--- src/rtl/fdivsqrt_iter_ctrl.sv ---
// Sequencing controller for the radix-4 divide/sqrt iteration datapath:
// start/load, N residual iterations with j1 flag, done handshake, flush.
module fdivsqrt_iter_ctrl #(
    parameter int unsigned CW = 7
) (
    input  logic          clk,
    input  logic          resetn,
    input  logic          FDivStartE,
    input  logic          SqrtE,
    input  logic          SpecialCaseE,
    input  logic [CW-1:0] Cycles,
    input  logic          FlushE,
    input  logic          StallM,
    output logic          IFDivStartE,
    output logic          IterEn,
    output logic          j1,
    output logic          SqrtOp,
    output logic [CW-1:0] Step,
    output logic          FDivBusyE,
    output logic          FDivDoneE
);

    typedef enum logic [1:0] {IDLE, BUSY, DONE} state_t;

    state_t        state, state_n;
    logic [CW-1:0] step_n;
    logic          j1_n;
    logic          sqrt_n;

    // State and operation registers
    always_ff @(posedge clk or negedge resetn) begin
        if (!resetn) begin
            state  <= IDLE;
            Step   <= '0;
            j1     <= 1'b0;
            SqrtOp <= 1'b0;
        end else begin
            state  <= state_n;
            Step   <= step_n;
            j1     <= j1_n;
            SqrtOp <= sqrt_n;
        end
    end

    // Next-state and handshake decode
    always_comb begin
        state_n     = state;
        step_n      = Step;
        j1_n        = 1'b0;
        sqrt_n      = SqrtOp;
        IFDivStartE = (state == IDLE) & FDivStartE & ~FlushE;
        IterEn      = (state == BUSY);
        FDivDoneE   = (state == DONE);
        FDivBusyE   = (state == BUSY) | (IFDivStartE & ~SpecialCaseE);

        case (state)
            IDLE: begin
                if (IFDivStartE) begin
                    sqrt_n = SqrtE;
                    if (SpecialCaseE) begin
                        state_n = DONE;
                    end else begin
                        state_n = BUSY;
                        step_n  = (Cycles == '0) ? CW'(1) : Cycles;
                        j1_n    = SqrtE;
                    end
                end
            end
            BUSY: begin
                if (FlushE) begin
                    state_n = IDLE;
                    step_n  = '0;
                    sqrt_n  = 1'b0;
                end else begin
                    // Saturate at zero; Step==1 marks the final iteration
                    step_n = (Step == '0) ? '0 : Step - CW'(1);
                    if (Step <= CW'(1)) begin
                        state_n = DONE;
                    end
                end
            end
            DONE: begin
                if (FlushE) begin
                    state_n = IDLE;
                    step_n  = '0;
                    sqrt_n  = 1'b0;
                end else if (!StallM) begin
                    state_n = IDLE;
                end
            end
            default: begin
                state_n = IDLE;
                step_n  = '0;
                sqrt_n  = 1'b0;
            end
        endcase
    end

endmodule

--- config.mk ---
export PLATFORM = sky130hd
export DESIGN_NAME = fdivsqrt_iter_ctrl
export DESIGN_NICKNAME = d
export VERILOG_FILES = /design/src/rtl/fdivsqrt_iter_ctrl.sv
export SDC_FILE = /design/constraint.sdc
export NUM_CORES = 1
export LEC_CHECK = 0
export CAP_MARGIN = 10
export CELL_PAD_IN_SITES_DETAIL_PLACEMENT = 1
export CELL_PAD_IN_SITES_GLOBAL_PLACEMENT = 2
export CORE_ASPECT_RATIO = 1.75
export CORE_UTILIZATION = 23
export CTS_CLUSTER_DIAMETER = 200
export DETAILED_ROUTE_END_ITERATION = 7
export PLACE_DENSITY = 0.75
export SLEW_MARGIN = 10
export SYNTH_ARGS = -nofsm -noshare
export SYNTH_HDL_FRONTEND = slang
export SYNTH_SLANG_ARGS = --single-unit
--- constraint.sdc ---
create_clock -name clk -period 1.7 [get_ports clk]
set_input_delay 0.34 -clock clk [delete_from_list [all_inputs] [get_ports clk]]
set_output_delay 0.34 -clock clk [all_outputs]
set_load 0.01 [all_outputs]
After elaboration in Yosys (flattened, before gate mapping):

Cells that the tools add are included.

* register bits after elaboration: 11
* latch bits: 0
* RAM bits: 0
* ROM bits: 0
* input bits: 14
* memories kept: 0

* add/subtract/negate cells: 1
* $mul: 0
* divide/modulo/power cells: 0
* magnitude comparators: 1
* equality and inequality tests: 8
* shift operators: 0
* multiplexer cells: 20
* bitwise gates (word level): 6
* reductions and logical operators: 7

Operators by type and width (count)
* $mux W7: 6
* $pmux W7 S3: 1
* $logic_not A7 Y1: 2
* $mux W2: 6
* $le A7 B1 Y1 const B: 1
* $sub A7 B1 Y7 const B: 1
* $ne A2 B2 Y1 const B: 3
* $pmux W2 S3: 1
* $reduce_and A3 Y1: 2
* $mux W1: 5
* $and A1 B1 Y1: 3
* $ne A3 B2 Y1 const B: 1
* $ne A3 B3 Y1 const B: 1
* $eq A2 B1 Y1 const B: 1
* $eq A2 B2 Y1 const B: 1
* $logic_not A2 Y1: 1
* $ne A2 B1 Y1 const B: 1
* $not A1 Y1: 2
* $pmux W1 S2: 1
* $reduce_and A2 Y1: 1
* $reduce_or A2 Y1: 1
* $or A1 B1 Y1: 1

Logic depth before layout (Yosys ltp):

Gate-level depths: netlist of run 1.

* depth after elaboration: 5
* depth in mapped cells: 7
* mapped depth without buffers: 6

Worst setup path before layout of run 1:

OpenSTA, ideal clock, no wires.

* path type: register -> register
* from: register state[0]
* to: register Step[5]
* arrival: 1602 ps
* required time: 1574 ps
* slack: -28 ps
* stages on the path, launching flop included: 8
* buffers on the path: 1
* period minus slack after synthesis: 1728 ps
* cells stage by stage: dfrtp_1 -> inv_1 -> ha_1 -> clkbuf_1 -> inv_1 -> a32oi_1 -> a211oi_1 -> a221o_2

* cells in the longest elaborated chain, start to end: 5
* elaborated cells between the ends (all ways): 10
* those cells by class: eq/ne: 5; mux: 1; bitwise: 2; reduce/logical: 2

RTL lines
* start: declaration: line 25 `state_t state, state_n;`
* start signal: assignment: line 38 `state <= state_n;`
* $logic_not A2 Y1: line 51, 56
* $and A1 B1 Y1 (2 in a row): line 51 `IFDivStartE = (state == IDLE) & FDivStartE & ~FlushE;`
* $ne A2 B2 Y1 (no source line)
* $reduce_and A3 Y1 (no source line)
* end signal: assignment: line 39 `Step <= step_n;`
* end: declaration: line 18 `output logic [CW-1:0] Step,`

Several ways; a longest one is shown, not always the timed one.
A chain may end at the register's enable or synchronous reset.

Worst setup path in the final report of run 1:

* from: register Step[1]
* to: register state[0]

* cells in the longest elaborated chain, start to end: 3

RTL lines
* $le A7 B1 Y1: line 77 `if (Step <= CW'(1)) begin`
* $ne A3 B2 Y1 (no source line)
* $reduce_and A3 Y1 (no source line)

No other way between the ends.

==> results of run 1 <==
[metrics by stage]
stage / area, µm² / TNS (ns)
global placement: 1260 / -2.07
global route: 1440 / -0.0850
CTS: 1350 / -0.107
detailed placement: 1260 / -2.51
finish: 1440 / 0
floorplan: 793 / 0
[report_power, final]
part	internal [mW]	switching [mW]	leakage, nW
clock network	0.162	0.115	0.0255
registers	0.341	0.0835	0.148
logic	0.803	0.738	0.454
[worst max path at each step]
stage	from	end	slack, ns	cells past startpoint
4_1_cts	state[1]	FDivBusyE	-0.07	5
6_report	Step[1]	state[0]	0.03	5
3_3_place_gp	FlushE	FDivBusyE	-0.28	4
5_1_grt	Step[0]	Step[6]	-0.05	7
3_5_place_dp	FlushE	FDivBusyE	-0.29	4
2_1_floorplan	Step[2]	Step[5]	0.05	4
[timing repair]
action | in CTS | in global routing
pin swaps | 3 | 5
gates resized for setup | 21 | 19
setup endpoints to repair | 11 | 12
setup buffers | 0 | 2
[cell usage after synthesis]
master,instances
a2bb2oi_1,1
o21ai_1,1
o221ai_1,3
o211a_1,1
ha_1,6
a22oi_1,3
nor3_1,2
inv_1,8
nor3b_1,3
o21ai_0,4
or4_1,1
a221o_2,1
a31o_2,1
a21oi_1,2
a21boi_0,1
or2b_1,1
nor4_1,1
a31oi_1,1
a32oi_1,3
mux2i_1,1
clkbuf_1,1
nand2b_1,6
dfrtp_1,11
mux2_2,1
o21bai_1,1
a211oi_1,1
and3_1,1
nand2_1,7
a211o_1,1
o31ai_1,1
nor2b_1,1
or3_4,1
nand3_1,2
nor2_1,5
nand3b_1,1
xor2_1,1
[critical path: stages, from the launching register on]
cell and delay (ns):
dfrtp_1 0.40, inv_1 0.11, ha_1 0.20, o211a_1 0.23, o221ai_1 0.25, mux2_2 0.37
[cell families (layout without fill, tap and decap cells)]
family                     count (synthesis)  in the layout  synth area share, %
xor gates and xnor gates                   1              1                 1.11
adders and majority gates                  6              6                 9.55
muxes                                      2              2                 2.71
AOI/OAI and AO/OA                         26             26                 24.7
and+or+nand+nor                           32             32                 22.6
DFF                                       11             11                 35.0
buffers and inverters                      9             61                 4.30
[cell type report]
type | count | area (µm²)
Sequential cell | 11 | 277
Multi-Input combinational cell | 67 | 603
Tap cell | 43 | 53.8
Fill cell | 377 | 1770
Clock inverter | 1 | 5.00
Clock buffer | 3 | 41.3
Inverter | 8 | 30.0
Timing Repair Buffer | 49 | 432
[metal layers]
layer  vias up  track usage, %  part of all wire, %
met3         8            2.27                  4.3
met2        30            34.8                   58
li1        426               -                    -
met1       451            16.3                   35
met5         -               0                    0
met4         0            7.65                  2.8
[registers in the layout, summed over array words and instances, names as in the netlist]
signal	count
Step	7
state	2
SqrtOp	1
j1	1
==> run_results.csv, run 1 <==
group,metric,value,unit
run_status,outcome,"complete, no violations",
flow_run,drv_cap,0,
sta,relSlewSlack,61.0,%
setup_path,reg2reg_depth,5,
sta,timing.hold.ws,0.464,ns
place,io_buffers,26,
floorplanning,fp.coreArea,3210,µm²
floorplanning,row_count,27,
route,wl_per_cell,16.3,µm
clock_tree,cts_tree,"built",
setup_path,r2r_setup_slack,0.03,ns
synthesis,syn_nets,107,
setup_path,path_class,"flip-flop to flip-flop",
sta,setup_ws,0.0340,ns
cells_and_area,final_common_cell,"clkdlybuf4s50_1",
sta,hold_violations,0,
setup_path,rr_startpoint,"Step[1]",
global_routing,grtUsageTotal,17.7,%
synthesis,yosysWarnings,0,
pwr,leakagePower,0.627,nW
synthesis,synthesis.area,786,µm²
synthesis,synth-seq-cells,11,
setup_path,critPathLaunchType,"flip-flop",
global_routing,grt_pass1_vias,1016,
floorplanning,die_area,3660,µm²
global_routing,antenna_found_initial,0,
synthesis,synth.top_cell.area_share,35.0,%
place,dp.cells,176,
cells_and_area,diodes,0,
clock_tree,clock_latency,0.25,ns
clock_tree,cts.clk_slew.worst_paths,0.06,ns
sta,rsz0062_at_grt,"true",
global_routing,grt-ovfl-total,0,
setup_path,r2r_end,"state[0]",
route,viasPerCell,5.03,
sta,setup_viol,0,
floorplanning,start_util,24.5,%
sta,clock.fmax,600,MHz
sta,worst_pin_slew,0.584,ns
cells_and_area,utilization,44.9,%
place,pre_cts_ws,-0.293,ns
sta,maxSlewViolCount,0,
route,detail-route-antenna-nets,0,
global_routing,grt_max_degree,12,
setup_path,path_max_fanout,4,
pwr,pwr_density_cell,1560,nW/µm²
clock_tree,clk_path_buf_depth,2,
synthesis,synthTopCellsByArea,"dfrtp_1 (35%), ha_1 (9.6%), nand2b_1 (4.8%), inv_1 (3.8%), nand2_1 (3.3%)",
clock_tree,htreeDepth,1,
clock_tree,cts_hold_buf,0,
route,vias,915,
place,dp_hpwl,2.33,mm
route,firstDrtPassIters,4,
floorplanning,fp.dieW,46.2,µm
floorplanning,boundaryPins,27,
synthesis,yosysUniqueCellTypes,36,
cells_and_area,stdcell_count,182,
clock_tree,cts_made_buffers,3,
floorplanning,die_h,79.3,µm
place,place.gp.congestion,0.841,
route,wl,2.97,mm
synthesis,synth_top_area_cell,"dfrtp_1",
setup_path,cp.arrival,1.80,ns
setup_path,crit_required,1.83,ns
clock_tree,cts_root_buffer,"clkbuf_8",
sta,finalCritPeriodShare,98.0,%
cells_and_area,nets,160,
sta,finClkSkew,0.00595,ns
synthesis,netlist_instances,87,
pwr,ir_drop,0.000856,V
route,drt_iter0_markers,25,
clock_tree,clock-sinks,11,
setup_path,end_kind,"flip-flop",
hold_path,holdCritPathClass,"input port to asynchronous set/reset pin",
cells_and_area,syn2layout_area_growth,83.4,%
global_routing,grt_first_pass_wirelength,4.59,mm
synthesis,ys_seq_area_share,35.0,%
route,drc,0,
synthesis,syn_area_per_cell,9.03,µm²
cells_and_area,final_cell_mix,"clkdlybuf4s50_1 (22), buf_4 (20), dfrtp_1 (10)",
pwr,total_power,2.24,mW
cells_and_area,drive_above_1_share,39.6,%
sta,period_minus_slack,1.67,ns
Power figures use the tool's default switching activity.
==> run 2: changes to the inputs <==
--- a/config.mk
+++ b/config.mk
@@ -12,8 +12,7 @@
 export CORE_UTILIZATION = 23
 export CTS_CLUSTER_DIAMETER = 200
 export DETAILED_ROUTE_END_ITERATION = 7
-export PLACE_DENSITY = 0.75
-export SLEW_MARGIN = 10
+export PLACE_DENSITY = 0.82
 export SYNTH_ARGS = -nofsm -noshare
 export SYNTH_HDL_FRONTEND = slang
 export SYNTH_SLANG_ARGS = --single-unit
==> run_results.csv, run 2 (synthesized netlist as in run 1, its figures left out) <==
group,metric,value,unit
run_status,outcome,"complete, no violations",
clock_tree,cts_root_buffer,"clkbuf_8",
sta,relSlewSlack,60.5,%
global_routing,grt_pass1_vias,1027,
sta,rsz0062_at_grt,"true",
route,wl_per_cell,18.0,µm
global_routing,grt-ovfl-total,0,
floorplanning,die_h,79.3,µm
sta,clock.fmax,599,MHz
sta,finClkSkew,0.00599,ns
cells_and_area,largest_reg_flops,7,
route,drc,0,
setup_path,crit_start,"state[1]",
global_routing,groute.layer.met1.usage,16.9,%
sta,timing.hold.ws,0.464,ns
flow_run,drv_cap,0,
place,dp_hpwl,2.25,mm
cells_and_area,diodes,0,
setup_path,cp.arrival,1.33,ns
pwr,leakagePower,0.650,nW
global_routing,grtUsageTotal,17.8,%
pwr,pwr_density_cell,1580,nW/µm²
floorplanning,start_util,24.5,%
clock_tree,clock-sinks,11,
clock_tree,cts_made_buffers,3,
floorplanning,fp.dieW,46.2,µm
floorplanning,die_area,3660,µm²
route,wl,3.22,mm
sta,worst_pin_slew,0.590,ns
setup_path,rr_startpoint,"Step[0]",
setup_path,critPathLaunchType,"flip-flop",
sta,finalCritPeriodShare,98.2,%
sta,hold_violations,0,
global_routing,grt_first_pass_wirelength,4.66,mm
cells_and_area,nets,157,
cells_and_area,utilization,44.8,%
route,detail-route-antenna-nets,0,
global_routing,busiest_layer,"met2",
floorplanning,fp.coreArea,3210,µm²
clock_tree,cts.clk_slew.worst_paths,0.06,ns
route,viasPerCell,5.15,
cells_and_area,syn2layout_area_growth,83.1,%
place,postPlaceCellArea,1240,µm²
cells_and_area,final_cell_mix,"clkdlybuf4s50_1 (20), buf_4 (19), dfrtp_1 (10)",
place,io_buffers,26,
setup_path,path_class,"flip-flop to primary output",
cells_and_area,reg.largest.list,"Step: 7 flops, state: 2 flops",
clock_tree,cts_tree,"built",
cells_and_area,final_common_cell,"clkdlybuf4s50_1",
global_routing,use_met3,2.27,%
sta,period_minus_slack,1.67,ns
setup_path,path_max_fanout,3,
pwr,ir_drop,0.000585,V
global_routing,antenna_found_initial,0,
cells_and_area,drive_above_1_share,39.0,%
cells_and_area,fin_area,1440,µm²
clock_tree,clk_path_buf_depth,2,
sta,setup_viol,0,
cells_and_area,largest-register,"Step",
global_routing,grt_use_met2,34.6,%
place,place.gp.congestion,0.902,
setup_path,crit_required,1.36,ns
clock_tree,htreeDepth,1,
setup_path,end_kind,"primary output",
hold_path,holdCritPathClass,"input port to asynchronous set/reset pin",
floorplanning,row_count,27,
global_routing,grt_max_degree,12,
route,vias,921,
route,firstDrtPassIters,4,
sta,maxSlewViolCount,0,
clock_tree,clock_latency,0.25,ns
clock_tree,cts_hold_buf,0,
route,drt_iter0_markers,27,
floorplanning,boundaryPins,27,
==> run 2: path summary, 6_finish.rpt <==
path                             endpoint  slack (ns)  cells past startpoint
worst min-delay path             state[1]        0.46                      1
min in group clk                   SqrtOp        0.56                      2
max in group asynchronous         Step[3]        0.81                      1
worst max register to register    Step[5]        0.03                      4
worst min register to register     SqrtOp        0.56                      2
worst max-delay path            FDivBusyE        0.03                      5
==> run 2: critical path, cell delays in order, from the launching register on <==
cell,delay (ns)
dfrtp_1,0.40
inv_2,0.11
ha_4,0.15
nand3b_1,0.12
o21bai_1,0.16
buf_2,0.14
==> run 2: final cells by class <==
type                            instances  area (µm²)
Clock buffer                            3        41.3
Clock inverter                          1        5.00
Timing Repair Buffer                   46         407
Sequential cell                        11         277
Fill cell                             359        1770
Multi-Input combinational cell         67         626
Tap cell                               43        53.8
Inverter                                8        30.0
==> run 2: repair_timing <==
| action | 4_1_cts | 5_1_grt |
|---|---|---|
| buffers inserted | 0 | 2 |
| cloned | 0 | 0 |
| endpoints found under the setup margin | 10 | 11 |
| resized for setup | 15 | 29 |
| pin swaps | 2 | 2 |
==> run 2: power by group <==
| part | leakage [nW] | internal [mW] | total, mW | switching [mW] |
|---|---|---|---|---|
| sequential | 0.148 | 0.342 | 0.430 | 0.0888 |
| clock | 0.0255 | 0.162 | 0.284 | 0.122 |
| combinational | 0.477 | 0.788 | 1.56 | 0.775 |
==> run 2: routing by layer <==
| metal | up-vias | routed length, µm |
|---|---|---|
| li1 | 421 | - |
| met1 | 446 | 1090 |
| met2 | 39 | 1860 |
| met3 | 15 | 140 |
| met4 | 0 | 131 |
| met5 | - | 0 |
==> run 2: through the flow <==
stage / std cells / worst slack [ns] / power (mW) / TNS (ns)
6_report: 179 / 0.0307 / 2.28 / 0
5_1_grt: 179 / -0.0271 / 2.41 / -0.0963
4_1_cts: 177 / -0.0639 / 1.98 / -0.0639
3_5_place_dp: 173 / -0.301 / 1.66 / -2.10
3_3_place_gp: 173 / -0.276 / 1.62 / -1.91
2_1_floorplan: 87 / 0.0460 / 1.06 / 0
